## config.mk

```make
export PLATFORM = sky130hd
export DESIGN_NAME = signed_divider_seq_flat
export DESIGN_NICKNAME = d
export VERILOG_FILES = /design/src/rtl/signed_divider_seq_pkg.sv /design/src/rtl/signed_divider_seq_if.sv /design/src/rtl/signed_divider_seq_adder.sv /design/src/rtl/signed_divider_seq.sv /design/src/flat_wrapper.sv
export SDC_FILE = /design/constraint.sdc
export NUM_CORES = 1
export LEC_CHECK = 0
export BUFFER_PORTS_ARGS = -buffer_cell sky130_fd_sc_hd__buf_4
export CORE_MARGIN = 2
export CORE_UTILIZATION = 30
export DETAILED_ROUTE_END_ITERATION = 12
export PLACE_DENSITY = 0.51
export SYNTH_ARGS = -nofsm -noshare
export SYNTH_HDL_FRONTEND = slang
export SYNTH_SLANG_ARGS = --single-unit
```

## constraint.sdc

```tcl
create_clock -name clk -period 3.4 [get_ports clk]
set_input_delay 0.17 -clock clk [delete_from_list [all_inputs] [get_ports clk]]
set_output_delay 0.17 -clock clk [all_outputs]
set_load 0.02 [all_outputs]
```

## src/rtl/signed_divider_seq_pkg.sv

```systemverilog
// Shared definitions for the sequential signed divider: FSM states and
// the step-counter sizing helper.
package signed_divider_seq_pkg;

    typedef enum logic [1:0] {
        IDLE = 2'd0,
        RUN  = 2'd1,
        DONE = 2'd2
    } state_t;

    // Counter must be able to hold WIDTH itself.
    function automatic int unsigned cnt_bits(input int unsigned width);
        return $clog2(width + 1);
    endfunction

endpackage

```

## src/rtl/signed_divider_seq_if.sv

```systemverilog
// Request/result bundle for the sequential signed divider.
interface signed_divider_seq_if #(
    parameter int WIDTH = 8
);
    logic             start;
    logic [WIDTH-1:0] x;
    logic [WIDTH-1:0] y;
    logic             busy;
    logic             done;
    logic [WIDTH-1:0] q;
    logic [WIDTH-1:0] r;
    logic             div_by_zero;
    logic             overflow;
    logic             negative;
    logic             zero;

    modport master (
        output start, x, y,
        input  busy, done, q, r, div_by_zero, overflow, negative, zero
    );

    modport slave (
        input  start, x, y,
        output busy, done, q, r, div_by_zero, overflow, negative, zero
    );
endinterface

```

## src/rtl/signed_divider_seq_adder.sv

```systemverilog
// Simplified adder/subtractor shared with the ALU datapath; with add_sub=1
// it computes a - b and cout=1 indicates no borrow.
module simplified_signed_adder #(
    parameter int WIDTH = 8
) (
    input  logic [WIDTH-1:0] a,
    input  logic [WIDTH-1:0] b,
    input  logic             add_sub,
    output logic [WIDTH-1:0] sum,
    output logic             cout
);
    logic [WIDTH-1:0] b_eff;
    logic [WIDTH:0]   total;

    assign b_eff = b ^ {WIDTH{add_sub}};
    assign total = {1'b0, a} + {1'b0, b_eff} + {{WIDTH{1'b0}}, add_sub};
    assign sum   = total[WIDTH-1:0];
    assign cout  = total[WIDTH];
endmodule

```

## src/rtl/signed_divider_seq.sv

```systemverilog
// Iterative restoring signed divider: one quotient bit per clock on
// operand magnitudes, signs reapplied when the result is registered.
module signed_divider_seq
    import signed_divider_seq_pkg::*;
#(
    parameter int WIDTH = 8
) (
    input  logic                clk,
    input  logic                resetn,
    signed_divider_seq_if.slave bus
);
    localparam int unsigned      CNT_W     = cnt_bits(WIDTH);
    localparam logic [CNT_W-1:0] LAST_STEP = CNT_W'(WIDTH - 1);
    localparam logic [WIDTH-1:0] MOST_NEG  = {1'b1, {(WIDTH-1){1'b0}}};

    state_t           state;
    state_t           state_next;
    logic [CNT_W-1:0] cnt;
    logic [WIDTH:0]   rem;
    logic [WIDTH-1:0] dvd;
    logic [WIDTH-1:0] dvs;
    logic             sign_x;
    logic             sign_y;
    logic             ovf_pend;

    logic [WIDTH-1:0] q_reg;
    logic [WIDTH-1:0] r_reg;
    logic             dbz_reg;
    logic             ovf_reg;

    logic             accept;
    logic             finish;
    logic             y_zero;
    logic [WIDTH-1:0] x_mag;
    logic [WIDTH-1:0] y_mag;
    logic [WIDTH:0]   shifted;
    logic [WIDTH:0]   diff;
    logic             no_borrow;
    logic [WIDTH:0]   rem_next;
    logic [WIDTH-1:0] q_mag;
    logic [WIDTH-1:0] r_mag;
    logic [WIDTH-1:0] q_signed;
    logic [WIDTH-1:0] r_signed;
    logic             unused_rem_msb;

    // Magnitudes are unsigned, so |most-negative| still fits in WIDTH bits.
    always_comb begin
        x_mag  = bus.x[WIDTH-1] ? -bus.x : bus.x;
        y_mag  = bus.y[WIDTH-1] ? -bus.y : bus.y;
        y_zero = (bus.y == '0);
    end

    assign shifted        = {rem[WIDTH-1:0], dvd[WIDTH-1]};
    assign unused_rem_msb = rem[WIDTH];

    simplified_signed_adder #(
        .WIDTH (WIDTH + 1)
    ) u_trial_sub (
        .a       (shifted),
        .b       ({1'b0, dvs}),
        .add_sub (1'b1),
        .sum     (diff),
        .cout    (no_borrow)
    );

    always_comb begin
        rem_next = no_borrow ? diff : shifted;
        q_mag    = {dvd[WIDTH-2:0], no_borrow};
        r_mag    = rem_next[WIDTH-1:0];
        q_signed = (sign_x ^ sign_y) ? -q_mag : q_mag;
        r_signed = sign_x ? -r_mag : r_mag;
    end

    always_ff @(posedge clk or negedge resetn) begin
        if (!resetn) begin
            state <= IDLE;
        end else begin
            state <= state_next;
        end
    end

    always_comb begin
        state_next = state;
        accept     = 1'b0;
        finish     = 1'b0;
        case (state)
            IDLE: begin
                if (bus.start) begin
                    accept     = 1'b1;
                    state_next = y_zero ? DONE : RUN;
                end
            end
            RUN: begin
                if (cnt == LAST_STEP) begin
                    finish     = 1'b1;
                    state_next = DONE;
                end
            end
            DONE:    state_next = IDLE;
            default: state_next = IDLE;
        endcase
    end

    // Dividend register shifts out its MSB each step while quotient bits
    // shift in at the bottom, so it ends up holding the magnitude quotient.
    always_ff @(posedge clk or negedge resetn) begin
        if (!resetn) begin
            cnt      <= '0;
            rem      <= '0;
            dvd      <= '0;
            dvs      <= '0;
            sign_x   <= 1'b0;
            sign_y   <= 1'b0;
            ovf_pend <= 1'b0;
            q_reg    <= '0;
            r_reg    <= '0;
            dbz_reg  <= 1'b0;
            ovf_reg  <= 1'b0;
        end else if (accept) begin
            cnt      <= '0;
            rem      <= '0;
            dvd      <= x_mag;
            dvs      <= y_mag;
            sign_x   <= bus.x[WIDTH-1];
            sign_y   <= bus.y[WIDTH-1];
            ovf_pend <= (bus.x == MOST_NEG) && (bus.y == '1);
            if (y_zero) begin
                q_reg   <= '1;
                r_reg   <= bus.x;
                dbz_reg <= 1'b1;
                ovf_reg <= 1'b0;
            end
        end else if (state == RUN) begin
            cnt <= cnt + CNT_W'(1);
            rem <= rem_next;
            dvd <= q_mag;
            if (finish) begin
                q_reg   <= q_signed;
                r_reg   <= r_signed;
                dbz_reg <= 1'b0;
                ovf_reg <= ovf_pend;
            end
        end
    end

    assign bus.busy        = (state != IDLE);
    assign bus.done        = (state == DONE);
    assign bus.q           = q_reg;
    assign bus.r           = r_reg;
    assign bus.div_by_zero = dbz_reg;
    assign bus.overflow    = ovf_reg;
    assign bus.negative    = q_reg[WIDTH-1];
    assign bus.zero        = (q_reg == '0);

endmodule

```

## src/flat_wrapper.sv

```systemverilog
// flat-port wrapper written by rule: the top's interface ports become plain ports
module signed_divider_seq_flat import signed_divider_seq_pkg::*;
#(
    parameter int WIDTH = 8
)
  (clk, resetn, bus_start, bus_x, bus_y, bus_busy, bus_done, bus_q, bus_r, bus_div_by_zero, bus_overflow, bus_negative, bus_zero);
  signed_divider_seq_if #(.WIDTH(WIDTH)) bus_i ();
  input  logic clk;
  input  logic resetn;
  input wire logic [$bits(bus_i.start)-1:0] bus_start;
  input wire logic [$bits(bus_i.x)-1:0] bus_x;
  input wire logic [$bits(bus_i.y)-1:0] bus_y;
  output wire logic [$bits(bus_i.busy)-1:0] bus_busy;
  output wire logic [$bits(bus_i.done)-1:0] bus_done;
  output wire logic [$bits(bus_i.q)-1:0] bus_q;
  output wire logic [$bits(bus_i.r)-1:0] bus_r;
  output wire logic [$bits(bus_i.div_by_zero)-1:0] bus_div_by_zero;
  output wire logic [$bits(bus_i.overflow)-1:0] bus_overflow;
  output wire logic [$bits(bus_i.negative)-1:0] bus_negative;
  output wire logic [$bits(bus_i.zero)-1:0] bus_zero;
  assign bus_i.start = bus_start;
  assign bus_i.x = bus_x;
  assign bus_i.y = bus_y;
  assign bus_busy = bus_i.busy;
  assign bus_done = bus_i.done;
  assign bus_q = bus_i.q;
  assign bus_r = bus_i.r;
  assign bus_div_by_zero = bus_i.div_by_zero;
  assign bus_overflow = bus_i.overflow;
  assign bus_negative = bus_i.negative;
  assign bus_zero = bus_i.zero;
  signed_divider_seq #(.WIDTH(WIDTH)) u_core (.clk(clk), .resetn(resetn), .bus(bus_i));
endmodule
```

==> impl_results.md, run 1 <==
- Crit path max fanout: 14
- Final hold slack: 0.0880 ns
- Reg2reg start: u_core.rem[1]$_DFFE_PN0P_
- Num ports: 41
- IO Port Bufs: 40
- Finish-stage setup viols: 0
- Flops & latches, synth: 51
- Mapped Avg Cell Area: around 8.4 sq um
- Min Tclk post-route: a little over 3 ns
- Hold Crit Class: input pin to flop
- Slowest stage delay, CP: around 0.44 ns
- Post-synth cell types: 47
- FF-to-FF End: u_core.bus.r[6]$_DFFE_PN0P_
- Worst hold stages: 2
- Max Root-Sink Buffers: 2
- Async SR Flop Fraction: 1.00
- Peak VDD IR: ~0.31 mV
- Placed inst area: approximately 3600 sq um
- Startpoint types: flop
- Setup TNS: 0 ns
- # Max-Cap Violations: 0
- Slew Viols, Final: 0
- Drt first-iter violations: about 160
- GRT Util Overall: 0.152
- Vias in the first global route: 2,672
- Layout cells sized above 1: 0.139
- Initial antenna violation count: 0
- First-pass GRT wire length: 13.9 mm
- Vias per inst: around 5.1
- GR Overflow Total: 0
- Clk slew on worst S/H paths: roughly 0.090 ns
- Combinational share of power: 0.647
- Reg power frac: 0.270
- Antenna viol nets, final: 0
- Worst path cell trace: ha_1 > o211a_1 > o21a_1 > o21ai_1 > nand2_1 > o21ai_1 > ha_1 > a31oi_1 > xor2_1 > a211oi_1
- Data required, critical path: roughly 3.6 ns
- CTS resizes: 0
- Run status: complete, no violations
- Fillers: about 1,100
- P_sw: between 2 and 2.5 mW
- Pre-Repair DR Iteration Count: 4
- RSZ-0062 raised after global routing: false
- Leading area contributor after synthesis: dfrtp_1
- DIE HEIGHT: 107 um
- Largest net degree at the start of global routing: 52
- Most frequent cell after synthesis: nand2_1
- Lkg Pwr: 1.65 nW
- PwrDens: about 1100 nW/um^2
- Clock power share: 0.083
- Worst Path Arrival: about 3.3 ns
- Mapped Area: 3200 sq um
- Post-route clock skew: between 0.009 and 0.01 ns
- CTS tree: yes
- Later-pin clock latency in the skew report: approximately 0.31 ns
- Worst-margin pin slew: 0.692 ns
- Initial Utilization: 0.310
- CP startpoint: u_core.rem[1]$_DFFE_PN0P_
- Drt total wl: between 8 and 9 mm
- HPWL Detailed: about 6.3 mm
- P_int: approximately 2.1 mW
- Synthesized instance count: 380
- Area growth, synth to finish: 16.3%
- Final Instance Area: approximately 3700 sq um
- Total chip power: roughly 4.2 mW
- Placed Cells incl. Taps: around 540
- Pre-CTS setup slack: just under 0.4 ns
- Share of Yosys cell area claimed by the top area cell type: 0.399
- Clock root cell: clkbuf_8
- Hold endpoint: u_core.dvs[7]$_DFFE_PN0P_
- Placer Congestion: between 0.8 and 0.9
- H-tree Lvls: 2
- Final Hold Violating Endpoints: 0
- Final net count: around 450
- Die Area: roughly 12,000 sq um
- Setup ws final: ~0.33 ns
- EDFF count, synth: 0
- Drt wl/cell: about 15 um
- Final core utilization: 0.361
- Sequential share of the synthesized area: 0.399
- CTS sink cnt: 51
- # diodes: 0
- Fin crit share: 0.903
- Crit path kind: flop to flop
- Setup slack, reg-to-reg: 0.33 ns
- Ys flop type: dfrtp_1
- Slew headroom: 0.537
- Finished Layout Cells: 552
- CTS Buf Count: 5
- Top cells by area, synth: dfrtp_1, nand2_1, ha_1
- Hold path start: bus_y[6]
- Yosys warning count: 0
- Die W: 107 um
- Switch share: 0.492
- Std cell rows: 37
- CP max stage cell: dfrtp_1
- Post-synth top cells: nand2_1, dfrtp_1, o21ai_0, nor2_1, inv_1
- Routed vias: 2,800
- Fmax: about 0.33 GHz
- Crit end category: flop
- Reg2Reg Depth: 10
- Synthesized Nets: slightly above 400
- Core region area: ~10,000 sq um
- DR DRC count: 0
layout by cell type, fill, tap and decap left out, types with 3 or more instances in the layout:
master / Yosys / final
a21o_1: 4 / 4
a21oi_1: 16 / 16
a31oi_1: 11 / 11
buf_4: 1 / 44
clkbuf_8: 0 / 5
dfrtp_1: 51 / 51
ha_1: 14 / 14
inv_1: 22 / 22
inv_2: 3 / 3
mux2i_1: 5 / 5
nand2_1: 53 / 53
nand2b_1: 5 / 5
nand3_1: 12 / 12
nand4_1: 4 / 4
nor2_1: 31 / 31
nor2b_1: 4 / 4
nor3_1: 13 / 13
o211ai_1: 4 / 4
o21ai_0: 35 / 35
o21ai_1: 6 / 6
o22ai_1: 4 / 4
o31ai_1: 4 / 4
or3_1: 4 / 4
or4_1: 5 / 5
xnor2_1: 18 / 18
xor2_1: 9 / 9
power groups by stage:
stage	clock network [mW]	registers, mW	logic, mW
finish	0.348	1.14	2.72
global route	0.385	1.18	3.06
CTS	0.359	1.14	2.73
detailed placement	0	1.15	2.72
global placement	0	1.15	2.72
floorplan	0	1.18	1.95
worst max-delay path by stage:
stage	slack, ns	end	cells after the start
6_report	0.33	u_core.bus.r[6]$_DFFE_PN0P_	10
3_5_place_dp	0.40	u_core.bus.r[6]$_DFFE_PN0P_	10
2_1_floorplan	0.87	u_core.bus.r[6]$_DFFE_PN0P_	11
3_3_place_gp	0.46	u_core.bus.r[6]$_DFFE_PN0P_	10
5_1_grt	0.16	u_core.bus.r[6]$_DFFE_PN0P_	10
4_1_cts	0.36	u_core.bus.r[6]$_DFFE_PN0P_	10
critical path: cells and delay by family, from the launching register on:
kind,cells,cell delay [ns]
AOI/OAI and AO/OA,6,1.40
xor gates and xnor gates,1,0.16
DFF,1,0.44
adders and majority gates,2,0.61
and+or+nand+nor,1,0.37
repair_timing:
action / in CTS / in global routing
hold buffers: 1 / 0
endpoints found under the hold margin: 51 / 0
buffers inserted: 0 / 0
per-layer routing:
layer	part of all wire	GRT usage	up-vias
li1	-	-	1399
met1	0.50	0.225	1321
met2	0.43	0.236	72
met3	0.054	0.0236	8
met4	0.012	0.0306	0
met5	0	0	-
kinds of logic (layout without fill, tap and decap cells):
group / Yosys count / count (layout) / share of synthesized area
simple gates: 137 / 137 / 0.196
compound gates: 103 / 103 / 0.203
flops: 51 / 51 / 0.399
buf+inv: 42 / 78 / 0.0508
xor+xnor: 27 / 27 / 0.0739
fa+ha+maj: 15 / 15 / 0.0610
mux: 5 / 5 / 0.0156
final cells by class:
type,instances,area (sq um),area share
Timing Repair Buffer,45,340,0.0914
Sequential cell,51,1280,0.343
Tap cell,136,170,0.0457
Clock inverter,1,5.00,0.00134
Clock buffer,7,76.3,0.0205
Inverter,25,93.8,0.0252
Multi-Input combinational cell,287,1760,0.473
No activity file was read; power rests on OpenSTA's default activity.
==> inputs of run 2 (changes only) <==
--- a/config.mk
+++ b/config.mk
@@ -15 +15,2 @@
 export SYNTH_SLANG_ARGS = --single-unit
+export TNS_END_PERCENT = 50
==> constraint.sdc (replaced) <==
create_clock -name clk -period 3.42 [get_ports clk]
set_input_delay 0.684 -clock clk [delete_from_list [all_inputs] [get_ports clk]]
set_output_delay 0.684 -clock clk [all_outputs]
set_load 0.02 [all_outputs]
==> run 2 against run 1 <==
  * Clock skew increased by 0.00059 ns
  * Critical path depth unchanged
  * Fmax up 5.3%
  * Critical endpoint unchanged
  * Sequential share of layout area is 0.24 points lower
  * Worst setup slack better by 0.18 ns
  * Critical path type unchanged
  * First-iteration DRC count fell by 10%
  * Final area is 0.71% higher
  * Flip-flop and latch count stayed put
  * Non-clock buffer count fell by 1
  * Clock power increased by 27%
==> impl_results.md, run 2 (synthesized netlist as in run 1, its figures left out) <==
- HPWL Detailed: roughly 6.3 mm
- CP delay by family, top: compound AO/OA/AOI/OAI gates
- Buf/Inv on CP: 0
- Area of the multi-input gates: about 1800 sq um
- Register area: between 1000 and 1500 sq um
- Crit end category: flop
- Fillers: 1,104
- Worst path cell trace: ha_1 > o211a_1 > o21a_1 > o21ai_1 > nand2_1 > o21ai_1 > ha_1 > a31oi_1 > xor2_1 > a211oi_1
- Slew Viols, Final: 0
- Commonest non-fill, non-tap cell in the layout: nand2_1
- DIE HEIGHT: around 110 um
- Core region area: 10,300 sq um
- Final Hold Violating Endpoints: 0
- CTS sink cnt: 51
- Slowest stage delay, CP: ~0.44 ns
- Lkg Pwr: 1.67 nW
- Crit path kind: flop to flop
- Finished Layout Cells: 551
- CTS Buf Count: 5
- Vias per inst: approximately 4.9
- Pre-Repair DR Iteration Count: 4
- Max Root-Sink Buffers: 2
- Peak VDD IR: between 0.3 and 0.4 mV
- Die W: around 110 um
- DR DRC count: 0
- Worst Path Arrival: 3.14 ns
- Drt total wl: approximately 8.5 mm
- Placer Congestion: between 0.8 and 0.9
- CTS resizes: 0
- Run status: complete, no violations
- Initial antenna violation count: 0
- Worst-margin pin slew: 0.670 ns
- PwrDens: 1140 nW/um^2
- Antenna viol nets, final: 0
- Clk slew on worst S/H paths: 0.10 ns
- Area growth, synth to finish: 17.2%
- CTS Hold Bufs: 0
- Finish-stage setup viols: 0
- First-pass GRT wire length: ~14 mm
- Post-CTS Repair Setup Buffers: 0
- Later-pin clock latency in the skew report: ~0.31 ns
- GRT Util Overall: 0.153
- Min Tclk post-route: 2.91 ns
- Final net count: 448
- Drt wl/cell: about 15 um
- Crit path max fanout: 14
- Startpoint types: flop
- Drt first-iter violations: 145
- GR Overflow Total: 0
- CTS tree: yes
- Post-route clock skew: just over 0.01 ns
- Largest net degree at the start of global routing: 52
- Fin crit share: 0.852
- Vias in the first global route: between 2,000 and 3,000
- Fmax: about 0.34 GHz
- Placed Cells incl. Taps: roughly 540
- Clock root cell: clkbuf_8
- Num ports: 41
- Initial Utilization: 0.310
- Data required, critical path: 3.64 ns
- # Max-Cap Violations: 0
- Layout cells sized above 1: 0.145
- Routed vias: approximately 2,700
- CP max stage cell: dfrtp_1
- RSZ-0062 raised after global routing: false
- Commonest non-fill, non-tap cells in the layout: nand2_1, dfrtp_1, buf_4
- Setup TNS: 0 ns
- # diodes: 0
- Die Area: between 10,000 and 15,000 sq um
- H-tree Lvls: 2
- Slew headroom: 0.553
- IO Port Bufs: 40
- Std cell rows: 37
- Hold Crit Class: input pin to async pin
==> run 2: changes by cell type in the layout (fill, tap and decap cells not counted) <==
cell,previous run,this run
dlygate4sd3_1,1,0
clkbuf_8,5,6
bufinv_16,0,1
clkbuf_1,2,0
==> run 2: cell type report <==
| type | count | share of cell area |
|---|---|---|
| multi-input combinational | 287 | 0.470 |
| clock inverter | 2 | 0.00935 |
| inverter | 25 | 0.0250 |
| timing repair buffer | 44 | 0.0881 |
| clock buffer | 6 | 0.0220 |
| sequential | 51 | 0.340 |
| tap | 136 | 0.0454 |
==> run 2: path summary, 6_finish.rpt <==
path                                                 from                           to  slack, ns  cells past startpoint
max in group asynchronous                          resetn    u_core.rem[3]$_DFFE_PN0P_       2.57                      1
worst min-delay path                               resetn  u_core.bus.q[7]$_DFFE_PN0P_       0.40                      1
worst max-delay path            u_core.rem[1]$_DFFE_PN0P_  u_core.bus.r[6]$_DFFE_PN0P_       0.51                     10
worst max register to register  u_core.rem[1]$_DFFE_PN0P_  u_core.bus.r[6]$_DFFE_PN0P_       0.51                     10
worst min register to register  u_core.dvs[7]$_DFFE_PN0P_    u_core.dvs[7]$_DFFE_PN0P_       0.48                      2
min in group clk                u_core.dvs[7]$_DFFE_PN0P_    u_core.dvs[7]$_DFFE_PN0P_       0.48                      2
==> run 2: worst reg2reg max path, cell delays in order (launching register included) <==
cell and delay [ns]:
dfrtp_1 0.44, ha_1 0.35, o211a_1 0.25, o21a_1 0.13, o21ai_1 0.21, nand2_1 0.36
o21ai_1 0.36, ha_1 0.25, a31oi_1 0.10, xor2_1 0.15, a211oi_1 0.23
==> run 2: report_power, final <==
part | total [mW] | switching [mW] | internal (mW)
combinational | 2.71 | 1.61 | 1.10
sequential | 1.14 | 0.263 | 0.877
clock | 0.443 | 0.206 | 0.237
total | 4.29 | 2.08 | 2.21
==> run 2: per-layer routing <==
| metal | global-route usage | vias to the layer above | routed length (um) |
|---|---|---|---|
| met5 | 0 | - | 0 |
| met4 | 0.0390 | 0 | 105 |
| met3 | 0.0230 | 9 | 276 |
| met2 | 0.229 | 46 | 3720 |
| met1 | 0.230 | 1273 | 4390 |
| li1 | - | 1399 | - |
==> run 2: stage by stage <==
| step | util | power, mW | hold slack (ns) | area (sq um) | setup slack [ns] |
|---|---|---|---|---|---|
| 2_1_floorplan | - | 3.11 | 0.388 | 3200 | 0.890 |
| 3_3_place_gp | 0.352 | 3.83 | 0.461 | 3630 | 0.592 |
| 3_5_place_dp | 0.352 | 3.84 | 0.470 | 3630 | 0.514 |
| 4_1_cts | 0.363 | 4.31 | 0.419 | 3750 | 0.503 |
| 5_1_grt | 0.363 | 4.69 | 0.437 | 3750 | 0.184 |
| 6_report | 0.363 | 4.29 | 0.395 | 3750 | 0.506 |
